[config.mk]
export PLATFORM = sky130hd
export DESIGN_NAME = fetch_ctrl
export DESIGN_NICKNAME = d
export VERILOG_FILES = /design/src/rtl/fetch_ctrl.sv
export SDC_FILE = /design/constraint.sdc
export NUM_CORES = 1
export LEC_CHECK = 0
export BUFFER_PORTS_ARGS = -buffer_cell sky130_fd_sc_hd__buf_4
export CAP_MARGIN = 40
export CORE_MARGIN = 10
export CORE_UTILIZATION = 25
export CTS_BUF_LIST = sky130_fd_sc_hd__clkbuf_8
export CTS_CLUSTER_DIAMETER = 30
export DETAILED_ROUTE_END_ITERATION = 6
export PLACE_DENSITY_LB_ADDON = 0.12
export SETUP_SLACK_MARGIN = 0.1
export SLEW_MARGIN = 20
export SYNTH_ARGS = -nofsm -noshare
export SYNTH_HDL_FRONTEND = slang
export SYNTH_SLANG_ARGS = --single-unit
[constraint.sdc]
create_clock -name clk -period 17.1 [get_ports clk]
set_clock_uncertainty 0.1 [all_clocks]
set_input_delay 0 -clock clk [delete_from_list [all_inputs] [get_ports clk]]
set_output_delay 0 -clock clk [all_outputs]
set_load 0.02 [all_outputs]
[src/rtl/fetch_ctrl.sv]
// Instruction-fetch sequencer: owns the fetch PC, issues in-order imem requests,
// tracks them in a reservation FIFO and hands {pc, inst} to decode.
module fetch_ctrl #(
    parameter int              XLEN     = 32,
    parameter logic [XLEN-1:0] RESET_PC = 32'h8000_0000,
    parameter int              DEPTH    = 4
) (
    input  logic            clk,
    input  logic            reset,
    input  logic            exe_valid,
    input  logic [1:0]      pc_sel,
    input  logic [XLEN-1:0] br_target,
    input  logic [XLEN-1:0] jalr_target,
    input  logic [XLEN-1:0] evec,
    output logic            imem_req_valid,
    input  logic            imem_req_ready,
    output logic [XLEN-1:0] imem_req_addr,
    input  logic            imem_resp_valid,
    input  logic [31:0]     imem_resp_data,
    output logic            if_valid,
    output logic [XLEN-1:0] if_pc,
    output logic [31:0]     if_inst,
    input  logic            if_ready
);
    localparam int PW = $clog2(DEPTH);
    localparam int CW = PW + 1;

    typedef enum logic [1:0] {BOOT, RUN, DRAIN} state_t;

    state_t          state_q, state_d;
    logic [XLEN-1:0] fetch_pc_q, fetch_pc_d;
    logic [PW-1:0]   head_q, head_d;
    logic [PW-1:0]   tail_q, tail_d;
    logic [PW-1:0]   fill_q, fill_d;
    logic [CW-1:0]   count_q, count_d;
    logic [CW-1:0]   unfilled_q, unfilled_d;
    logic [CW-1:0]   drop_q, drop_d;

    logic [XLEN-1:0]  entry_pc_q   [DEPTH];
    logic [31:0]      entry_inst_q [DEPTH];
    logic [DEPTH-1:0] entry_filled_q;

    logic redirect, req_fire, resp_drop, resp_fill, resp_fire, pop;
    logic alloc_en, fill_en;

    // Request valid is a pure function of registered state, never of ready/redirect.
    assign redirect       = exe_valid && (pc_sel != 2'd0);
    assign imem_req_valid = (state_q == RUN) && (count_q < CW'(DEPTH));
    assign imem_req_addr  = fetch_pc_q;
    assign req_fire       = imem_req_valid && imem_req_ready;
    assign resp_drop      = imem_resp_valid && (drop_q != '0);
    assign resp_fill      = imem_resp_valid && (drop_q == '0) && (unfilled_q != '0);
    assign resp_fire      = resp_drop || resp_fill;
    assign if_valid       = (count_q != '0) && entry_filled_q[head_q] && !redirect;
    assign if_pc          = entry_pc_q[head_q];
    assign if_inst        = entry_inst_q[head_q];
    assign pop            = if_valid && if_ready;
    assign alloc_en       = req_fire && !redirect;
    assign fill_en        = resp_fill && !redirect;

    always_comb begin
        state_d    = state_q;
        fetch_pc_d = fetch_pc_q;
        head_d     = head_q;
        tail_d     = tail_q;
        fill_d     = fill_q;
        count_d    = count_q;
        unfilled_d = unfilled_q;
        drop_d     = drop_q;

        if (redirect) begin
            case (pc_sel)
                2'd1:    fetch_pc_d = br_target;
                2'd2:    fetch_pc_d = jalr_target;
                default: fetch_pc_d = evec;
            endcase
            // Everything still in flight (including this cycle's request) becomes stale.
            count_d    = '0;
            unfilled_d = '0;
            head_d     = tail_q;
            fill_d     = tail_q;
            drop_d     = drop_q + unfilled_q + CW'(req_fire) - CW'(resp_fire);
        end else begin
            if (req_fire) begin
                fetch_pc_d = fetch_pc_q + XLEN'(4);
            end
            tail_d     = tail_q + PW'(req_fire);
            head_d     = head_q + PW'(pop);
            fill_d     = fill_q + PW'(resp_fill);
            count_d    = count_q + CW'(req_fire) - CW'(pop);
            unfilled_d = unfilled_q + CW'(req_fire) - CW'(resp_fill);
            if (resp_drop) begin
                drop_d = drop_q - CW'(1);
            end
        end

        case (state_q)
            BOOT:    state_d = RUN;
            RUN:     if (redirect && (drop_d != '0)) state_d = DRAIN;
            DRAIN:   if (drop_d == '0) state_d = RUN;
            default: state_d = BOOT;
        endcase
    end

    always_ff @(posedge clk or posedge reset) begin
        if (reset) begin
            state_q    <= BOOT;
            fetch_pc_q <= RESET_PC;
            head_q     <= '0;
            tail_q     <= '0;
            fill_q     <= '0;
            count_q    <= '0;
            unfilled_q <= '0;
            drop_q     <= '0;
        end else begin
            state_q    <= state_d;
            fetch_pc_q <= fetch_pc_d;
            head_q     <= head_d;
            tail_q     <= tail_d;
            fill_q     <= fill_d;
            count_q    <= count_d;
            unfilled_q <= unfilled_d;
            drop_q     <= drop_d;
        end
    end

    generate
        for (genvar gi = 0; gi < DEPTH; gi++) begin : g_entry
            always_ff @(posedge clk or posedge reset) begin
                if (reset) begin
                    entry_pc_q[gi]     <= '0;
                    entry_inst_q[gi]   <= '0;
                    entry_filled_q[gi] <= 1'b0;
                end else if (alloc_en && (tail_q == PW'(gi))) begin
                    entry_pc_q[gi]     <= fetch_pc_q;
                    entry_filled_q[gi] <= 1'b0;
                end else if (fill_en && (fill_q == PW'(gi))) begin
                    entry_inst_q[gi]   <= imem_resp_data;
                    entry_filled_q[gi] <= 1'b1;
                end
            end
        end
    endgenerate

    // A response with nothing waiting for it and nothing to drop is a memory-side bug.
    a_resp_expected: assert property (@(posedge clk) disable iff (reset)
        !(imem_resp_valid && (drop_q == '0) && (unfilled_q == '0)));

endmodule

==> flow_summary.yaml, run 1 <==
status:
  status: "completed"
grt:
  antenna_found_initial: 1
  grt_pass1_vias: 11830
  grt_pass1_wl_mm: 71.72
  grt.busiest_layer: "met2"
  grtUsageMet2_pct: 21.27
  grt_use_total_pct: 13.11
  use_met1_pct: 16.07
  global_route.usage.met3_pct: 4.159
  gr-total-overflow: 0
  grt_max_degree: 96
detailed_routing:
  wl_per_cell_um: 19.46
  first_pass_iters: 4
  viasPerCell: 4.483
  vias: 10490
  drtAntennaViolNets: 0
  wl_mm: 45.53
  route.detailed.drc: 0
  drt_iter0_drc: 415
finish:
  drive_gt1_share_pct: 48.50
  layout.nets: 1639
  final_common_cell: "dfrtp_1"
  n_antenna_cell: 0
  final_cell_mix: "dfrtp_1, buf_4, mux2_2"
  syn2layout_area_growth_pct: 43.04
  design_area_sq_um: 21250
clock_network:
  cts_buffers: 97
  htreeDepth: 3
  cts_root_buffer: "clkbuf_8"
  cts_sinks: 309
  clk_path_buf_depth: 3
  clock_latency_ns: 0.67
  clk_pin_slew_ns: 0.05
  cts_tree: "built"
  ctsResizeCount: 0
yosys:
  synthCells: 1057
  ys.flop_type: "dfrtp_1"
  synth-seq-area-share_pct: 52.05
  syn-cell-area_sq_um: 14860
  synthTopCellsByArea: "dfrtp_1, mux2_2, mux4_2"
  synth_cell_types: 58
  async_reset_ff_share_pct: 100.0
  synth_top_area_cell: "dfrtp_1"
  syn_area_per_cell_sq_um: 14.06
  syn-num-nets: 1212
  synth-seq-cells: 309
  synth_edf_count: 0
  synth_top_cell_area_share_pct: 51.88
  yosysWarnings: 0
critical_path:
  crit_path_end_kind: "flip-flop"
  timing.rr.start: "state_q[1]$_DFFE_PP0P_"
  r2r_cells: 9
  cp-start-kind: "flip-flop"
  cp.required_ns: 17.61
  crit_fanout: 10
  path_class: "reg -> reg"
  rr_endpoint: "state_q[0]$_DFFE_PP0P_"
  ff2ff_setup_slack_ns: 13.45
  critPathLaunch: "state_q[1]$_DFFE_PP0P_"
  critPathArrivalTime_ns: 4.16
floorplanning:
  die_y_um: 263.8
  initial_core_util_pct: 25.22
  io_pins: 234
  fp.dieW_um: 263.8
  placeableCoreArea_sq_um: 58910
  rows: 89
  die-area_sq_um: 69580
hold_path:
  hp-start: "imem_resp_data[10]"
  hp-class: "in -> reg"
  hold_path_end: "entry_inst_q[10]$_DFFE_PP0P_"
  whs_path_depth: 3
timing:
  slew_headroom_pct: 46.79
  timing.hold.ws_ns: 0.07598
  final-hold-violation-count: 0
  tns_ns: 0
  fmax_ghz: 0.2740
  finalSetupViolCount: 0
  post-route-period-util_pct: 21.35
  final.min_clock_period_ns: 3.650
  rsz0062_at_grt: "false"
  setup_slack_ns: 13.45
  tightest_slew_ns: 0.7981
  slew_violations: 0
power_and_ir_drop:
  p_per_area_nw_per_um2: 173.9
  peakVddDrop_v: 0.00007067
  p_leak_uw: 0.009796
placement:
  pre_cts_ws_ns: 13.42
  port_buffers: 233
  routabilityCongestion: 0.7453
  postPlaceCellArea_sq_um: 17480
  dp.final_hpwl_mm: 29.80
run:
  maxCapViolations: 0
[cell usage after synthesis, types with 3 or more instances]
master,count
nand4_1,11
clkbuf_1,45
a21oi_1,7
or3_1,3
buf_2,16
mux2_2,223
mux4_2,65
xnor2_1,24
fa_1,4
buf_12,3
nor4_1,11
a31oi_1,4
mux2_4,30
nand3_1,13
xor2_1,9
and4_1,4
inv_1,21
nand2_1,56
buf_4,4
and2_1,7
nor2_1,23
o211ai_1,28
dfrtp_1,308
nor3_1,7
buf_1,11
a22oi_1,32
ha_1,15
and3_1,4
o21ai_0,34
[worst max-delay path, stage by stage (launching register included)]
cell and delay [ns]:
dfrtp_1 0.42, nand4bb_1 0.47, clkinv_1 0.49, fa_1 0.54, fa_1 0.39, xnor3_1 0.34, nor2_1 0.14, nor3b_1 0.09
o41ai_1 0.38, o311a_1 0.22
[where the power goes]
| group | switching [uW] | total (uW) | internal, uW |
|---|---|---|---|
| clock | 421 | 1210 | 791 |
| combinational | 550 | 1240 | 687 |
| sequential | 216 | 1250 | 1030 |
[cell families (layout without fill, tap and decap cells)]
logic type / Yosys count / in the layout / synth area share, %
multiplexers: 320 / 320 / 29.92
flip-flops: 309 / 309 / 52.05
AND/OR/NAND/NOR: 158 / 158 / 5.811
AO/OA/AOI/OAI: 114 / 114 / 5.061
buffers and inverters: 103 / 613 / 3.251
XOR/XNOR: 34 / 34 / 2.097
adder cells (fa/ha/maj): 19 / 19 / 1.802
[per-stage QoR]
step	total power, uW	cells	utilization [%]
final	3696	2340	36.07
after global routing	3936	2340	36.07
after CTS	3785	2340	36.07
after detailed placement	2501	2006	29.68
after global placement	2473	2001	29.48
after floorplan	2017	1057	-
[registers in the layout, indices dropped and copies added (netlist names)]
signal and cells:
count_q 3, imem_req_addr 32, unfilled_q 3, entry_filled_q 4, entry_inst_q 128, fill_q 2
head_q 2, state_q 2, tail_q 2, drop_q 3, entry_pc_q 128
[worst max path at each step]
| stage | slack, ns | endpoint |
|---|---|---|
| 2_1_floorplan | 8.46 | count_q[0]$_DFF_PP0_ |
| 3_3_place_gp | 13.44 | head_q[0]$_DFF_PP0_ |
| 3_5_place_dp | 13.42 | state_q[0]$_DFFE_PP0P_ |
| 4_1_cts | 13.40 | state_q[0]$_DFFE_PP0P_ |
| 5_1_grt | 13.16 | state_q[0]$_DFFE_PP0P_ |
| 6_report | 13.45 | state_q[0]$_DFFE_PP0P_ |
[area by class of cell]
class / instances / area (sq um)
clock buffer: 121 / 1665
clock inverter: 61 / 580.6
fill: 5827 / 37660
inverter: 23 / 98.84
multi-input combinational: 645 / 6674
sequential: 309 / 7741
tap: 773 / 967.2
timing repair buffer: 408 / 3523
[layer usage]
layer / routed length, um / share of wire [%] / vias to the layer above
met5: 13 / 0.029 / -
met4: 1086 / 2.4 / 2
met3: 2883 / 6.3 / 83
met2: 21550 / 47 / 293
met1: 19990 / 44 / 5308
li1: - / - / 4805
[what timing repair did]
item | CTS | global route
hold buffers | 152 | 0
hold endpoints to repair | 380 | 0
setup buffers | 0 | 0
Note: power is estimated with default switching activity, not from simulation.
==> inputs of run 2 (changes only) <==
Clock period 17.1 ns to 3.6 ns, I/O delays scaled along.
==> run 2 against run 1 <==
First-iteration DRC count shrank 22%. Worst setup slack got worse by 13 ns. Via count grew 0.41%. Power grew to 4.8 times the previous value. Critical path type unchanged.
==> flow_summary.yaml, run 2 (same netlist as run 1, synthesis figures left out) <==
status:
  status: "completed"
detailed_routing:
  vias: 10530
  drt_iter0_drc: 325
  first_pass_iters: 4
  wl_per_cell_um: 19.30
  wl_mm: 45.36
  viasPerCell: 4.483
  drtAntennaViolNets: 0
  route.detailed.drc: 0
critical_path:
  path_cells: "inv_1, ha_4, and2b_2, a21oi_1, ha_1, inv_1, fa_1, fa_1, xnor3_1, nor2_2, o21ba_2, o41ai_2, o311a_1"
  path_class: "reg -> reg"
  slowest_stage: "fa_1"
  path_delay_family: "adder cells"
  cp-start-kind: "flip-flop"
  slowest_delay_ns: 0.39
  crit_fanout: 4
  cp.buffers_inverters: 2
  ff2ff_setup_slack_ns: 0.35
  critPathArrivalTime_ns: 3.74
  crit_path_end_kind: "flip-flop"
  cp.required_ns: 4.09
finish:
  final_cell_mix: "dfrtp_1, buf_4, mux2_2"
  utilization_pct: 36.29
  layout.nets: 1646
  stdcell_count: 2350
  syn2layout_area_growth_pct: 43.91
  drive_gt1_share_pct: 49.37
  final_common_cell: "dfrtp_1"
grt:
  grt_pass1_vias: 12070
  antenna_found_initial: 1
  grt_pass1_wl_mm: 72.14
  grt_use_total_pct: 13.08
  gr-total-overflow: 0
  grt_max_degree: 92
floorplanning:
  die-area_sq_um: 69580
  io_pins: 234
  placeableCoreArea_sq_um: 58910
  rows: 89
  die_y_um: 263.8
  initial_core_util_pct: 25.22
  fp.dieW_um: 263.8
power_and_ir_drop:
  p_per_area_nw_per_um2: 831.0
  peakVddDrop_v: 0.0003369
  p_leak_uw: 0.009834
clock_network:
  cts_root_buffer: "clkbuf_8"
  htreeDepth: 3
  cts_tree: "built"
  cts_buffers: 100
  clock_latency_ns: 0.67
  cts_sinks: 309
  clk_path_buf_depth: 3
  clk_pin_slew_ns: 0.05
placement:
  routabilityCongestion: 0.7465
  pre_cts_ws_ns: 0.2535
  port_buffers: 233
  dp.cells: 2012
  dp.final_hpwl_mm: 29.71
timing:
  tightest_slew_ns: 0.8237
  finalSetupViolCount: 0
  tns_ns: 0
  final-hold-violation-count: 0
  setup_slack_ns: 0.3488
  rsz0062_at_grt: "false"
  timing.hold.ws_ns: 0.06866
  slew_violations: 0
  post-route-period-util_pct: 90.31
  slew_headroom_pct: 45.09
  fmax_ghz: 0.3076
  final.min_clock_period_ns: 3.251
run:
  maxCapViolations: 0
hold_path:
  hp-class: "in -> reg"
==> run 2: cell count changes in the layout (fill, tap and decap cells not counted), moves of 3 or more <==
cell	delta
clkinvlp_4	+3
clkbuf_8	+3
buf_4	+5
buf_12	+4
dlygate4sd3_1	-3
==> run 2: area by class of cell <==
| cell class | count | area [sq um] |
|---|---|---|
| sequential | 309 | 7741 |
| multi-input combinational | 645 | 6708 |
| clock buffer | 124 | 1707 |
| inverter | 23 | 95.09 |
| antenna | 1 | 2.502 |
| fill | 5806 | 37530 |
| tap | 773 | 967.2 |
| timing repair buffer | 412 | 3552 |
| clock inverter | 63 | 608.1 |
==> run 2: path summary, 6_finish.rpt <==
check,depth (start not counted),end,startpoint
worst max-delay path,13,state_q[0]$_DFFE_PP0P_,drop_q[1]$_DFF_PP0_
worst min-delay path,3,entry_inst_q[74]$_DFFE_PP0P_,imem_resp_data[10]
worst max register to register,13,state_q[0]$_DFFE_PP0P_,drop_q[1]$_DFF_PP0_
worst min register to register,2,entry_pc_q[51]$_DFFE_PP0P_,entry_pc_q[51]$_DFFE_PP0P_
max in group asynchronous,6,entry_pc_q[98]$_DFFE_PP0P_,reset
min in group asynchronous,4,entry_inst_q[125]$_DFFE_PP0P_,reset
==> run 2: repair_timing <==
action	4_1_cts	5_1_grt
setup buffers	0	0
endpoints found under the setup margin	0	2
gates resized for setup	0	7
hold buffers	149	0
hold endpoints to repair	485	0
==> run 2: power breakdown <==
part / internal [uW] / leakage (uW) / switching, uW
clock: 3850 / 0.00126 / 2080
combinational: 3290 / 0.00456 / 2760
sequential: 4900 / 0.00402 / 896
==> run 2: per-layer routing <==
metal,GRT usage (%),wire (um),vias to the layer above
met1,16.36,20540,5338
met5,0,0,-
met3,4.039,2795,76
met2,20.89,21070,279
li1,-,-,4841
met4,4.865,946,0
==> run 2: tightest hold or removal path, delay by kind of cell <==
family / cells / cell delay, ns
buf+inv: 2 / 0.64
mux: 1 / 0.13
==> run 2: per-stage QoR <==
step	cell area, sq um	total power [uW]
3_3_place_gp	17480	11760
4_1_cts	21330	18150
5_1_grt	21380	18940
6_report	21380	17770
3_5_place_dp	17530	11890
2_1_floorplan	14860	9584
